[config.mk]
export PLATFORM = sky130hd
export DESIGN_NAME = register_file_wb_flat
export DESIGN_NICKNAME = d
export VERILOG_FILES = /design/src/rtl/register_file_wb_if.sv /design/src/rtl/register_file_wb.sv /design/src/flat_wrapper.sv
export SDC_FILE = /design/constraint.sdc
export NUM_CORES = 2
export LEC_CHECK = 0
export BUFFER_PORTS_ARGS = -buffer_cell sky130_fd_sc_hd__buf_2
export CAP_MARGIN = 10
export CORE_ASPECT_RATIO = 0.6
export CORE_MARGIN = 2
export CORE_UTILIZATION = 40
export CTS_BUF_LIST = sky130_fd_sc_hd__clkbuf_8
export DETAILED_ROUTE_END_ITERATION = 8
export GPL_TIMING_DRIVEN = 0
export PLACE_DENSITY = 0.66
export SKIP_CTS_REPAIR_TIMING = 1
export SYNTH_ARGS = -nofsm -noshare
export SYNTH_HDL_FRONTEND = slang
export SYNTH_SLANG_ARGS = --single-unit
[constraint.sdc]
create_clock -name Clk -period 5.2 [get_ports Clk]
set_input_delay 0.52 -clock Clk [delete_from_list [all_inputs] [get_ports Clk]]
set_output_delay 0.52 -clock Clk [all_outputs]
set_load 0.02 [all_outputs]
[src/rtl/register_file_wb_if.sv]
// Register file bus: two operand read ports, one writeback commit port,
// a debug read port, and the commit counter.
interface register_file_wb_if #(
    parameter int DATA_WIDTH = 32,
    parameter int ADDR_WIDTH = 5,
    parameter int CNT_WIDTH  = 16
);
    logic [ADDR_WIDTH-1:0] ReadRegister1;
    logic [ADDR_WIDTH-1:0] ReadRegister2;
    logic [ADDR_WIDTH-1:0] WriteRegister;
    logic [DATA_WIDTH-1:0] WriteData;
    logic                  RegWrite;
    logic [ADDR_WIDTH-1:0] DebugRegister;
    logic [DATA_WIDTH-1:0] ReadData1;
    logic [DATA_WIDTH-1:0] ReadData2;
    logic [DATA_WIDTH-1:0] DebugData;
    logic [CNT_WIDTH-1:0]  WriteCount;

    modport master (
        output ReadRegister1, ReadRegister2, WriteRegister, WriteData, RegWrite, DebugRegister,
        input  ReadData1, ReadData2, DebugData, WriteCount
    );

    modport slave (
        input  ReadRegister1, ReadRegister2, WriteRegister, WriteData, RegWrite, DebugRegister,
        output ReadData1, ReadData2, DebugData, WriteCount
    );
endinterface

[src/rtl/register_file_wb.sv]
// MIPS architectural register file: $0 hardwired to zero, optional write-first
// bypass on the operand ports, unbypassed debug port, saturating commit counter.
module register_file_wb #(
    parameter int DATA_WIDTH = 32,
    parameter int ADDR_WIDTH = 5,
    parameter int BYPASS     = 1,
    parameter int CNT_WIDTH  = 16
) (
    input  logic              Clk,
    input  logic              Reset,
    register_file_wb_if.slave bus
);
    localparam int unsigned DEPTH = 2 ** ADDR_WIDTH;

    logic [DATA_WIDTH-1:0] regs [DEPTH];
    logic [CNT_WIDTH-1:0]  count;
    logic                  commit;

    always_comb begin
        commit = bus.RegWrite && (bus.WriteRegister != '0);
    end

    always_ff @(posedge Clk or negedge Reset) begin
        if (!Reset) begin
            for (int unsigned i = 0; i < DEPTH; i++) begin
                regs[i] <= '0;
            end
            count <= '0;
        end else if (commit) begin
            regs[bus.WriteRegister] <= bus.WriteData;
            if (count != '1) begin
                count <= count + 1'b1;
            end
        end
    end

    function automatic logic [DATA_WIDTH-1:0] port_read(input logic [ADDR_WIDTH-1:0] idx);
        if (idx == '0) begin
            return '0;
        end else if ((BYPASS != 0) && commit && (idx == bus.WriteRegister)) begin
            return bus.WriteData;
        end else begin
            return regs[idx];
        end
    endfunction

    // Outputs are forced to zero during reset so the bypass path cannot leak WriteData.
    always_comb begin
        bus.ReadData1  = '0;
        bus.ReadData2  = '0;
        bus.DebugData  = '0;
        bus.WriteCount = '0;
        if (Reset) begin
            bus.ReadData1  = port_read(bus.ReadRegister1);
            bus.ReadData2  = port_read(bus.ReadRegister2);
            bus.DebugData  = regs[bus.DebugRegister];
            bus.WriteCount = count;
        end
    end
endmodule

[src/flat_wrapper.sv]
// flat-port wrapper written by rule: the top's interface ports become plain ports
module register_file_wb_flat 
#(
    parameter int DATA_WIDTH = 32,
    parameter int ADDR_WIDTH = 5,
    parameter int BYPASS     = 1,
    parameter int CNT_WIDTH  = 16
)
  (Clk, Reset, bus_ReadRegister1, bus_ReadRegister2, bus_WriteRegister, bus_WriteData, bus_RegWrite, bus_DebugRegister, bus_ReadData1, bus_ReadData2, bus_DebugData, bus_WriteCount);
  register_file_wb_if #(.DATA_WIDTH(DATA_WIDTH), .ADDR_WIDTH(ADDR_WIDTH), .CNT_WIDTH(CNT_WIDTH)) bus_i ();
  input  logic Clk;
  input  logic Reset;
  input wire logic [$bits(bus_i.ReadRegister1)-1:0] bus_ReadRegister1;
  input wire logic [$bits(bus_i.ReadRegister2)-1:0] bus_ReadRegister2;
  input wire logic [$bits(bus_i.WriteRegister)-1:0] bus_WriteRegister;
  input wire logic [$bits(bus_i.WriteData)-1:0] bus_WriteData;
  input wire logic [$bits(bus_i.RegWrite)-1:0] bus_RegWrite;
  input wire logic [$bits(bus_i.DebugRegister)-1:0] bus_DebugRegister;
  output wire logic [$bits(bus_i.ReadData1)-1:0] bus_ReadData1;
  output wire logic [$bits(bus_i.ReadData2)-1:0] bus_ReadData2;
  output wire logic [$bits(bus_i.DebugData)-1:0] bus_DebugData;
  output wire logic [$bits(bus_i.WriteCount)-1:0] bus_WriteCount;
  assign bus_i.ReadRegister1 = bus_ReadRegister1;
  assign bus_i.ReadRegister2 = bus_ReadRegister2;
  assign bus_i.WriteRegister = bus_WriteRegister;
  assign bus_i.WriteData = bus_WriteData;
  assign bus_i.RegWrite = bus_RegWrite;
  assign bus_i.DebugRegister = bus_DebugRegister;
  assign bus_ReadData1 = bus_i.ReadData1;
  assign bus_ReadData2 = bus_i.ReadData2;
  assign bus_DebugData = bus_i.DebugData;
  assign bus_WriteCount = bus_i.WriteCount;
  register_file_wb #(.DATA_WIDTH(DATA_WIDTH), .ADDR_WIDTH(ADDR_WIDTH), .BYPASS(BYPASS), .CNT_WIDTH(CNT_WIDTH)) u_core (.Clk(Clk), .Reset(Reset), .bus(bus_i));
endmodule
== Word-level counts from Yosys, hierarchy flattened ==
Index checks and enable logic that the tools add are counted.

* $add $sub $neg: 1
* Order comparisons: 5
* Equality and inequality tests: 3
* Multiplexer cells: 20
* Bitwise gates (word level): 4
* Reduce and logical (&&, ||, !) cells: 8

{| class="wikitable"
|+ Operators by type and width
! cell !! count
|-
| 1024-bit bitwise mux || 1
|-
| 32-bit binary-select mux with 5-bit select || 3
|-
| 32-bit 2-to-1 mux || 14
|-
| 32-bit demux with 5-bit select || 1
|-
| 6-bit greater-or-equal comparator, second input constant || 4
|-
| 5-bit NOT with 6-bit output || 4
|-
| 16-bit by 1-bit adder with 16-bit output, second input constant || 1
|-
| 16-bit 2-to-1 mux || 1
|-
| 16-bit != test, second input constant || 1
|-
| 5-bit == test || 2
|-
| 5-bit zero test || 2
|-
| 6-bit by 1-bit < comparator with 1-bit output, second input constant || 1
|-
| 5-bit nonzero test || 1
|-
| 1-bit logical AND || 4
|-
| 2-bit AND reduction || 1
|}

* Bits in registers: 1,040

== Depth between registers and ports, before layout ==
* Depth in word-level cells: 7
* Mapped depth: 9
* Mapped depth without buffers: 5

== Worst setup path before layout ==
Ideal clock, no wire load.

* Path kind: input -> output
* From: input bus_WriteRegister[2]
* To: output bus_ReadData1[10]
* Arrival: 2.549 ns
* Required time: 4.680 ns
* Setup slack: 2.131 ns
* Cell stages on the path: 6
* Path buffers: 1
* Cells stage by stage: or3_1 o31a_1 nand3_1 nand3_1 clkbuf_1 o311ai_0

* Cells in the longest elaborated chain, start to end: 6

{| class="wikitable"
|+ RTL lines
! item !! line !! source
|-
| start: declaration || flat_wrapper.sv:15 || <nowiki>input wire logic [$bits(bus_i.WriteRegister)-1:0] bus_WriteRegister;</nowiki>
|-
| 5-bit nonzero test || register_file_wb.sv:20 || <nowiki>commit = bus.RegWrite && (bus.WriteRegister != '0);</nowiki>
|-
| 1-bit logical AND || register_file_wb.sv:20 ||
|-
| 1-bit logical AND * || register_file_wb.sv:40 || <nowiki>end else if ((BYPASS != 0) && commit && (idx == bus.WriteRegister)) begin</nowiki>
|-
| 32-bit 2-to-1 mux * || register_file_wb.sv:40 ||
|-
| 32-bit 2-to-1 mux * || register_file_wb.sv:38 || <nowiki>if (idx == '0) begin</nowiki>
|-
| 32-bit 2-to-1 mux * || register_file_wb.sv:53 || <nowiki>if (Reset) begin</nowiki>
|-
| end: declaration || flat_wrapper.sv:19 || <nowiki>output wire logic [$bits(bus_i.ReadData1)-1:0] bus_ReadData1;</nowiki>
|}

Mark *: on every way between the ends. The rest lies on a longest branch, timed or not.

== Final worst setup path ==
* From: input bus_ReadRegister2[1]
* To: output bus_ReadData2[18]

* Cells in the longest elaborated chain, start to end: 7

{| class="wikitable"
|+ RTL lines
! item !! line !! source
|-
| start: declaration || flat_wrapper.sv:14 || <nowiki>input wire logic [$bits(bus_i.ReadRegister2)-1:0] bus_ReadRegister2;</nowiki>
|-
| 5-bit NOT with 6-bit output (implied by the code) || register_file_wb.sv:43 || <nowiki>return regs[idx];</nowiki>
|-
| 32-bit binary-select mux with 5-bit select || register_file_wb.sv:43 ||
|-
| 32-bit 2-to-1 mux (implied by the code) (2 in a row) || register_file_wb.sv:43 ||
|-
| 32-bit 2-to-1 mux || register_file_wb.sv:40 ||
|-
| 32-bit 2-to-1 mux * || register_file_wb.sv:38 ||
|-
| 32-bit 2-to-1 mux * || register_file_wb.sv:53 ||
|-
| end: declaration || flat_wrapper.sv:20 || <nowiki>output wire logic [$bits(bus_i.ReadData2)-1:0] bus_ReadData2;</nowiki>
|}

Mark *: on every way between the ends. The rest lies on a longest branch, timed or not. The select of a mux whose other input is x is not followed.

==> impl_metrics.toml <==
[global_routing]
grt.overflow.total = 0
grtUsageTotal = 0.3436
grt_max_degree = 173
grt_pass1_vias = 47180
antenna_found_initial = 27
grt_pass1_wl_um = 385500

[critical_path]
ff2ff_setup_slack_ns = 3.07
worst-endpoint-required_ns = 4.68
start_kind = "input port"
crit_fanout = 11
cp-end-kind = "output pin"
worstSetupPathType = "input port to output pin"
cp.arrival_ns = 4.81

[job]
maxCapViolCount = 3

[route]
vias_per_cell = 7.260
route.detailed.drc = 0
antenna_left = 0
routed_wl_um = 288400
dr.pass1.iters = 9
vias = 50470
drt-initial-drc-count = 9297
route.detailed.wl_per_inst_um = 41.49

[yosys]
synth_top_family_by_area = "multiplexers"
synthAdderAreaFrac = 0.0001972
ys_seq_area_frac = 0.4102
avgSynthCellArea_um2 = 14.98
synth_compound_area_frac = 0.04319
ys.flop_type = "dfrtp_1"
syn_inst = 4235
synthXorXnorAreaFrac = 0.003313
synth_area_um2 = 63440
syn_nets = 4291
ys_warn_count = 0
synth_mux_area_frac = 0.4848
synth-edff-count = 0
synth-simple-area-share = 0.02473
ys_types = 49
async_reset_ff_frac = 1.000
ys_ff_latch = 1040

[die]
initial_core_util = 0.4017
die_area_um2 = 161900
die_y_um = 312.5
row_count = 113
core_um2 = 157900
ios = 167
fp.dieW_um = 518.1

[pwr]
power.total_uw = 26630
power.density_nw_per_um2 = 366.4
ir_drop_mv = 0.2311
leakagePower_uw = 0.03073

[timing]
setup_tns_ns = -0.1517
finalHoldViolations = 0
rsz0062_at_grt = "false"
slew_violations = 22
skew_ns = 0.06876
setup_ws_ns = -0.1330
tightest_slew_ns = 1.518
period_share = 1.026
max_slew_margin = -0.01226
fmax_mhz = 187.5
fin_crit_ns = 5.333
finalSetupViolCount = 4
holdWs_ns = 0.01809

[outcome]
status = "complete, but fails checks"
violations = "capacitance limit, slew limit, setup timing"

[clock_tree]
clk_latency_ns = 0.91
cts_inserted_buffers = 174
cts_max_path_buffers = 4
path_clk_slew_ns = 0.06
cts_sinks = 1040
cts_max_level = 4
cts_tree = "yes"
cts_root_buffer = "clkbuf_8"

[final_layout]
nets = 4734
layout-drive-gt1-share = 0.5118
area_delta_synth_final_pct = 14.56

[placed_design]
pre_cts_slack_ns = -3.126
portBuffers = 155
dpl.hpwl_um = 200800
place.gp.congestion = 1.056

[worst_hold_path]
min_path_type = "input port to flop"
-- power breakdown --
part	total [uW]	switching, uW	internal, uW	leakage (uW)
Combinational	7060	3230	3830	0.0153
Sequential	11200	1620	9620	0.0134
Clock	8330	3870	4450	0.00206
-- cell usage after synthesis (3+ instances only) --
| cell type | number | share of area |
|---|---|---|
| dfrtp_1 | 1040 | 0.41 |
| mux2_2 | 1021 | 0.18 |
| mux4_2 | 766 | 0.27 |
| clkbuf_1 | 305 | 0.018 |
| mux2i_1 | 197 | 0.031 |
| a22oi_1 | 126 | 0.015 |
| buf_2 | 124 | 0.0098 |
| nand2_1 | 119 | 0.0070 |
| buf_1 | 83 | 0.0049 |
| a211oi_1 | 63 | 0.0075 |
| o22ai_1 | 62 | 0.0061 |
| and3_1 | 38 | 0.0037 |
| nor2b_1 | 38 | 0.0037 |
| a221o_1 | 31 | 0.0049 |
| o211ai_1 | 30 | 0.0036 |
| and2_1 | 22 | 0.0022 |
| nor2_1 | 21 | 0.0012 |
| o311ai_0 | 19 | 0.0026 |
| o311ai_1 | 12 | 0.0017 |
| xnor2_1 | 12 | 0.0017 |
| xor2_1 | 12 | 0.0017 |
| nand3_1 | 11 | 0.00087 |
| nor3_1 | 11 | 0.00087 |
| nand4_1 | 8 | 0.00079 |
| nand2b_1 | 7 | 0.00069 |
| a21oi_1 | 5 | 0.00039 |
| nand3b_1 | 5 | 0.00059 |
| nor3b_1 | 5 | 0.00059 |
| or2_2 | 5 | 0.00049 |
| and4_1 | 4 | 0.00055 |
| o21ai_0 | 4 | 0.00032 |
| buf_4 | 3 | 0.00035 |
| mux2_1 | 3 | 0.00053 |
| nand4b_1 | 3 | 0.00041 |
-- layer usage --
layer / vias to the layer above / GRT usage / part of all wire
li1: 17850 / - / -
met1: 26300 / 0.4545 / 0.37
met2: 5330 / 0.4281 / 0.38
met3: 972 / 0.2251 / 0.20
met4: 19 / 0.1576 / 0.052
met5: - / 0.007188 / 0.00084
-- per-stage QoR --
| stage | cell area [um^2] | util | instances |
|---|---|---|---|
| floorplan | 63440 | - | 4235 |
| global placement | 66880 | 0.4235 | 6517 |
| detailed placement | 67400 | 0.4268 | 6544 |
| CTS | 71160 | 0.4506 | 6843 |
| global route | 72640 | 0.4599 | 6935 |
| finish | 72680 | 0.4602 | 6952 |
-- flip-flops by register name, indices dropped and copies added (netlist names) --
signal,flops
u_core.count,16
u_core.regs,1024
-- final timing paths --
path,from,to,depth (start not counted)
hold / removal,bus_WriteData[31],u_core.regs[159]$_DFFE_PN0P_,2
max in group asynchronous,Reset,u_core.count[9]$_DFFE_PN0P_,5
min in group asynchronous,Reset,u_core.regs[882]$_DFFE_PN0P_,3
setup / recovery,bus_ReadRegister2[1],bus_ReadData2[18],8
hold reg to reg,u_core.count[9]$_DFFE_PN0P_,u_core.count[9]$_DFFE_PN0P_,1
setup reg to reg,u_core.count[2]$_DFFE_PN0P_,u_core.count[5]$_DFFE_PN0P_,6
-- cell families (layout without fill, tap and decap cells) --
family | count (synthesis) | count (layout)
AO/OA/AOI/OAI | 360 | 360
XOR/XNOR | 24 | 24
adder cells (fa/ha/maj) | 1 | 1
buffers and inverters | 519 | 1085
flip-flops | 1040 | 1040
multiplexers | 1987 | 1987
other | 0 | 24
AND/OR/NAND/NOR | 304 | 304
-- cells in the final DEF (no fill, tap or decap), types with 12 or more instances in the layout --
| cell type | netlist | routed |
|---|---|---|
| mux4_2 | 766 | 766 |
| inv_1 | 2 | 28 |
| diode_2 | 0 | 24 |
| buf_2 | 124 | 279 |
| nor2b_1 | 38 | 38 |
| mux2i_1 | 197 | 197 |
| clkbuf_8 | 0 | 230 |
| nor2_1 | 21 | 21 |
| and3_1 | 38 | 38 |
| mux2_2 | 1021 | 1021 |
| a211oi_1 | 63 | 63 |
| dfrtp_1 | 1040 | 1040 |
| xor2_1 | 12 | 12 |
| xnor2_1 | 12 | 12 |
| and2_1 | 22 | 22 |
| o211ai_1 | 30 | 30 |
| o22ai_1 | 62 | 62 |
| o311ai_1 | 12 | 15 |
| dlygate4sd3_1 | 0 | 33 |
| a22oi_1 | 126 | 126 |
| buf_8 | 0 | 43 |
| buf_16 | 0 | 19 |
| clkbuf_2 | 0 | 15 |
| a221o_1 | 31 | 31 |
| buf_1 | 83 | 80 |
| clkinv_2 | 0 | 24 |
| nand2_1 | 119 | 119 |
| clkbuf_1 | 305 | 291 |
-- cell type report --
type / instances / area, um^2
clock buffer: 230 / 3166
buffer: 516 / 2141
multi-input combinational: 2676 / 35370
antenna: 24 / 60.06
fill: 13990 / 85250
sequential: 1040 / 26030
inverter: 2 / 7.507
clock inverter: 69 / 596.8
timing repair buffer: 268 / 2655
tap: 2127 / 2661
-- worst max-delay path, cell delays in order --
cell and delay (ns):
buf_2 0.46, buf_2 0.71, buf_2 0.71, clkbuf_1 1.14
a211oi_1 0.20, a211oi_1 0.57, a221o_1 0.26, buf_2 0.19
(Power assumes the default switching activity.)
